--- src/rtl/ser_key_pkg.sv ---
// Shared types and the LFSR step function for the serial key sequencer.
package ser_key_pkg;

    localparam int unsigned LfsrMaxW = 64;

    typedef enum logic [3:0] {
        CmdStep   = 4'h2,
        CmdReseed = 4'h8,
        CmdKey0   = 4'h9,
        CmdKey1   = 4'hA,
        CmdLock   = 4'hC
    } cmd_e;

    typedef enum logic [1:0] {
        StLocked = 2'd0,
        StKeying = 2'd1,
        StOpen   = 2'd2
    } fsm_e;

    // Narrower LFSRs pass zero-extended state and poly; the upper bits stay zero.
    function automatic logic [LfsrMaxW-1:0] lfsr_next(input logic [LfsrMaxW-1:0] s,
                                                     input logic [LfsrMaxW-1:0] poly);
        return (s >> 1) ^ (s[0] ? poly : '0);
    endfunction

endpackage

--- src/rtl/ser_key_lfsr.sv ---
// Galois LFSR state register plus the step counter since the last reseed.
module ser_key_lfsr
    import ser_key_pkg::*;
#(
    parameter int unsigned         STATE_W = 16,
    parameter logic [STATE_W-1:0] POLY    = 16'hB400,
    parameter logic [STATE_W-1:0] SEED    = 16'hACE1
) (
    input  logic               clk,
    input  logic               rst_n,
    input  logic               step_i,
    input  logic               reseed_i,
    output logic [STATE_W-1:0] state_o,
    output logic [7:0]         seq_cnt_o
);

    logic [STATE_W-1:0]  state_q, state_d;
    logic [7:0]          seq_cnt_q, seq_cnt_d;
    logic [LfsrMaxW-1:0] state_nxt;

    assign state_nxt = lfsr_next(LfsrMaxW'(state_q), LfsrMaxW'(POLY));

    always_comb begin
        state_d   = state_q;
        seq_cnt_d = seq_cnt_q;
        if (reseed_i) begin
            state_d   = SEED;
            seq_cnt_d = 8'd0;
        end else if (step_i) begin
            state_d   = state_nxt[STATE_W-1:0];
            seq_cnt_d = seq_cnt_q + 8'd1;
        end
    end

    always_ff @(posedge clk) begin
        if (!rst_n) begin
            state_q   <= SEED;
            seq_cnt_q <= 8'd0;
        end else begin
            state_q   <= state_d;
            seq_cnt_q <= seq_cnt_d;
        end
    end

    assign state_o   = state_q;
    assign seq_cnt_o = seq_cnt_q;

    logic [LfsrMaxW-1:0] unused_nxt;
    assign unused_nxt = state_nxt;

endmodule

--- src/rtl/ser_key_seq.sv ---
// Bus-mapped serial key sequencer: address decode, key FSM, masked LFSR response.
// Key locking is built only when SER_KEY_LOCK_EN is defined; otherwise always open.
module ser_key_seq
    import ser_key_pkg::*;
#(
    parameter int unsigned         STATE_W  = 16,
    parameter logic [STATE_W-1:0] POLY     = 16'hB400,
    parameter logic [STATE_W-1:0] SEED     = 16'hACE1,
    parameter int unsigned         CHANNELS = 2,
    parameter logic [3:0]          WINDOW   = 4'h1,
    parameter int unsigned         KEY_W    = 8,
    parameter logic [KEY_W-1:0]    KEY      = 8'h5A
) (
    input  logic                clk,
    input  logic                rst_n,
    input  logic                sser_n,
    input  logic [15:0]         ba,
    input  logic                br_w,
    input  logic                bstb,
    output logic [CHANNELS-1:0] sdrd,
    output logic                sdrd_oe,
    output logic                locked,
    output logic [7:0]          seq_cnt
);

    if (SEED == '0) begin : g_seed_chk
        $error("ser_key_seq: SEED must be nonzero");
    end
    if (STATE_W < KEY_W || STATE_W < CHANNELS || KEY_W < 2) begin : g_width_chk
        $error("ser_key_seq: need STATE_W >= KEY_W, STATE_W >= CHANNELS, KEY_W >= 2");
    end

    logic               hit;
    logic [3:0]         cmd;
    logic               is_open;
    logic [STATE_W-1:0] state;

    assign hit = bstb & ~sser_n & br_w & (ba[15:12] == WINDOW);
    assign cmd = ba[7:4];

    ser_key_lfsr #(
        .STATE_W(STATE_W),
        .POLY   (POLY),
        .SEED   (SEED)
    ) u_lfsr (
        .clk      (clk),
        .rst_n    (rst_n),
        .step_i   (hit & is_open & (cmd == CmdStep)),
        .reseed_i (hit & is_open & (cmd == CmdReseed)),
        .state_o  (state),
        .seq_cnt_o(seq_cnt)
    );

`ifdef SER_KEY_LOCK_EN
    localparam int unsigned CntW = $clog2(KEY_W + 1);

    fsm_e             fsm_q, fsm_d;
    logic [KEY_W-1:0] key_sr_q, key_sr_d, key_sr_shift;
    logic [CntW-1:0]  key_cnt_q, key_cnt_d, key_cnt_inc;
    logic             is_key, is_abort;

    assign is_key       = hit & ((cmd == CmdKey0) | (cmd == CmdKey1));
    assign is_abort     = hit & ((cmd == CmdStep) | (cmd == CmdReseed) | (cmd == CmdLock));
    assign key_sr_shift = {key_sr_q[KEY_W-2:0], cmd == CmdKey1};
    assign key_cnt_inc  = key_cnt_q + CntW'(1);

    always_comb begin
        fsm_d     = fsm_q;
        key_sr_d  = key_sr_q;
        key_cnt_d = key_cnt_q;
        case (fsm_q)
            StLocked: begin
                if (is_key) begin
                    fsm_d     = StKeying;
                    key_sr_d  = key_sr_shift;
                    key_cnt_d = key_cnt_inc;
                end
            end
            StKeying: begin
                if (is_key && key_cnt_inc == CntW'(KEY_W)) begin
                    fsm_d     = (key_sr_shift == KEY) ? StOpen : StLocked;
                    key_sr_d  = '0;
                    key_cnt_d = '0;
                end else if (is_key) begin
                    key_sr_d  = key_sr_shift;
                    key_cnt_d = key_cnt_inc;
                end else if (is_abort) begin
                    fsm_d     = StLocked;
                    key_sr_d  = '0;
                    key_cnt_d = '0;
                end
            end
            StOpen: begin
                if (hit && cmd == CmdLock) fsm_d = StLocked;
            end
            default: begin
                fsm_d     = StLocked;
                key_sr_d  = '0;
                key_cnt_d = '0;
            end
        endcase
    end

    always_ff @(posedge clk) begin
        if (!rst_n) begin
            fsm_q     <= StLocked;
            key_sr_q  <= '0;
            key_cnt_q <= '0;
        end else begin
            fsm_q     <= fsm_d;
            key_sr_q  <= key_sr_d;
            key_cnt_q <= key_cnt_d;
        end
    end

    assign is_open = (fsm_q == StOpen);
`else
    assign is_open = 1'b1;

    logic unused_key;
    assign unused_key = ^KEY;
`endif

    assign locked  = ~is_open;
    assign sdrd_oe = hit;
    assign sdrd    = is_open ? state[CHANNELS-1:0] : '0;

    logic unused_bits;
    assign unused_bits = ^{ba[11:8], ba[3:0], state};

endmodule
--- config.mk ---
export PLATFORM = sky130hd
export DESIGN_NAME = ser_key_seq
export DESIGN_NICKNAME = d
export VERILOG_FILES = /design/src/rtl/ser_key_pkg.sv /design/src/rtl/ser_key_lfsr.sv /design/src/rtl/ser_key_seq.sv
export SDC_FILE = /design/constraint.sdc
export NUM_CORES = 1
export LEC_CHECK = 0
export BUFFER_PORTS_ARGS = -buffer_cell sky130_fd_sc_hd__buf_2
export CAP_MARGIN = 40
export CORE_AREA = 2 2 41 62
export CTS_CLUSTER_DIAMETER = 60
export CTS_CLUSTER_SIZE = 24
export DETAILED_ROUTE_END_ITERATION = 16
export DIE_AREA = 0 0 43 64
export GPL_TIMING_DRIVEN = 0
export MAX_ROUTING_LAYER = met4
export PLACE_DENSITY = 0.75
export SYNTH_ARGS = -nofsm -noshare
export SYNTH_HDL_FRONTEND = slang
export SYNTH_SLANG_ARGS = --single-unit
--- constraint.sdc ---
create_clock -name clk -period 1.7 [get_ports clk]
set_input_delay 0.34 -clock clk [delete_from_list [all_inputs] [get_ports clk]]
set_output_delay 0.34 -clock clk [all_outputs]
set_load 0.05 [all_outputs]
==> key figures <==
Run status
  • Status: completed

Clocking
  • CTS Buffer Depth: 2
  • H-tree depth: 1
  • Clock latency on the worst-skew pair: approximately 0.31 ns
  • Sink Count: 24
  • Clock root cell: clkbuf_4
  • Setup bufs post-CTS: 0
  • CTS buffer count: 3
  • Clock transition at path regs: about 0.12 ns
  • Clock tree from TritonCTS: yes
  • Post-cts sizing count: 0
  • CTS Hold Bufs: 0

STA
  • Worst Clk Skew: ~0.0028 ns
  • Endpoints failing hold: 0
  • Final setup margin: between 0.09 and 0.1 ns
  • Max-slew violation count: 0
  • Setup-failing EPs final: 0
  • Period utilisation layout: 94.6%
  • Max Clk Rate: around 620 MHz
  • Tmin final: between 1.5 and 2 ns
  • Unrepaired setup endpoints after global routing: false

Floorplanning
  • Die X: 43 µm
  • DIE HEIGHT: between 60 and 70 µm
  • Row count: 21
  • Initial Util: a little under half
  • IO Count: 33
  • Core area: roughly 2200 µm²
  • Die area: 2750 µm²

Cells and area
  • Layout cells sized above 1: 22.9%
  • Final std cells w/o fill: 176
  • Area growth, synth to finish: 15.9%
  • Inserted Diodes: 0
  • Fill count: between 200 and 250
  • Nets@finish: around 180

Critical path
  • Crit path kind: input pin to primary output
  • CP Max Fanout: 5
  • Cell mode on critical path: buf_2
  • CP cell instances: buf_2 > nor4b_4 > and2_1 > buf_2
  • Crit path max-delay cell type: nor4b_4
  • Startpoint type of the worst setup path: input pin
  • Crit path required time: approximately 1.4 ns
  • Crit path largest cell delay: 0.39 ns
  • Worst setup EP type: primary output
  • Critical path arrival: ~1.3 ns

Placement
  • Port Buffers: 23
  • Detailed-placement wirelength estimate: around 1500 µm
  • Gpl congestion: 0.753
  • Place WS: -0.176 ns
  • Placed instance count: ~170

Power
  • PwrDens: 699 nW/µm²
  • Maximum vdd drop: between 0.4 and 0.5 mV
  • Leak: just over 0.5 nW

Synth
  • Area contributors post-synth: dfxtp_1 46%, nand2_1 12%, a21oi_1 7.2%
  • Yosys top cell area share: a little under half
  • Mapped Area: roughly 1000 µm²
  • Seq/Total Area, Yosys: a little under half
  • Post-Syn Area per Cell: ~8.3 µm²
  • Post-Syn Instances: 127
  • Yosys reg bits: 24
  • Synth area leader: dfxtp_1
  • Synth Net Count: roughly 150
  • Synthesis warning total: 0
  • Post-synthesis cell type count: 28

Global routing
  • Global-route wire length before repair: about 3500 µm
  • Initial antenna violation count: 0
  • Met2 GRT Util: 27.1%
  • Largest net degree at the start of global routing: 13
  • GRT Max-Usage Layer: met2
  • Grt total ovfl: 0
  • Vias in the first global route: 853
  • Total GRT Usage: about 17%
  • Met3 usage: 2.54%
  • GR Util met1: between 10% and 20%

Drt
  • # DRC: 0
  • Drt wl/cell: 11.4 µm
  • Routed vias/inst: around 5.3
  • Post-DRT Antenna Nets: 0
  • Total wire length: ~2000 µm
  • Starting DRT DRC Count: 31
  • Length of the first detailed-routing pass in iterations: 4
  • DR vias: between 900 and 1000

Job
  • Maxcap violations: 0

Hold path
  • HP Class: input pin to flip-flop
-- path summary, 6_finish.rpt --
| kind | start | to | slack, ns | cells after the start |
|---|---|---|---|---|
| worst max-delay path | ba[13] | sdrd_oe | 0.09 | 4 |
| worst min-delay path | rst_n | u_lfsr.state_o[3] | 0.40 | 3 |
| worst max register to register | u_lfsr.seq_cnt_o[0] | u_lfsr.seq_cnt_o[6] | 0.30 | 4 |
| worst min register to register | u_lfsr.state_o[8] | u_lfsr.state_o[8] | 0.46 | 2 |
-- worst max-delay path, delay by kind of cell --
family / cells / cell delay (ns)
buffers and inverters: 2 / 0.36
AND/OR/NAND/NOR: 2 / 0.57
-- state kept, by name (all words and copies together) (netlist names) --
name              count
u_lfsr.seq_cnt_o      8
u_lfsr.state_o       16
-- metrics by stage --
step                power [mW]  setup TNS, ns  util (%)  hold slack (ns)  instance area, µm²
floorplan                0.600              0         -            0.432                1050
CTS                      0.859              0      55.1            0.393                1220
finish                   0.850              0      55.1            0.399                1220
global placement         0.620          -1.01      54.1            0.439                1190
global route             0.887              0      55.1            0.413                1220
detailed placement       0.621          -1.54      54.1            0.444                1190
-- power by group --
part           switching, mW  leakage (nW)  internal [mW]
registers           0.000116         0.194          0.562
clock network          0.159        0.0138         0.0828
logic                 0.0264         0.304         0.0190
-- cell type report --
type	instances	area (µm²)	area share, %
Inverter	1	3.75	0.309
Clock buffer	3	22.5	1.85
Timing Repair Buffer	23	115	9.46
Buffer	10	51.3	4.22
Multi-Input combinational cell	92	514	42.3
Tap cell	23	28.8	2.37
Sequential cell	24	480	39.5
-- layer usage --
metal	vias up	share of wire [%]	wire (µm)
met3	2	3.9	79
li1	485	-	-
met1	428	43	873
met4	0	0.94	19
met5	-	0	0
met2	26	52	1040
-- cell usage after synthesis, drive strengths merged --
| cell | n |
|---|---|
| a21oi | 15 |
| and2 | 2 |
| and3 | 1 |
| and3b | 1 |
| buf | 6 |
| clkbuf | 4 |
| conb | 1 |
| dfxtp | 24 |
| ha | 1 |
| inv | 1 |
| nand2 | 34 |
| nand3 | 10 |
| nand4 | 3 |
| nor2 | 2 |
| nor2b | 2 |
| nor4b | 2 |
| o211ai | 2 |
| o21ai | 3 |
| o31ai | 3 |
| or3 | 3 |
| or4 | 3 |
| xnor2 | 3 |
| xor2 | 1 |
-- logic make-up after synthesis --
kind of cell    synth area share (%)
simple gates                    31.9
flops                           45.8
compound gates                  12.2
buf+inv                         5.24
xor+xnor                        3.34
fa+ha+maj                       1.19
other cells                    0.357
-- placed cells by master, fill, tap and decap left out, drive strengths merged --
cell    count
nand2      34
buf        29
dfxtp      24
a21oi      15
nand3      10
clkbuf      7
o31ai       3
or4         3
o21ai       3
or3         3
xnor2       3
nand4       3
and2        2
nor2        2
nor2b       2
o211ai      2
nor4b       2
and3b       1
and3        1
inv         1
xor2        1
ha          1
conb        1
No activity file was read; power rests on OpenSTA's default activity.
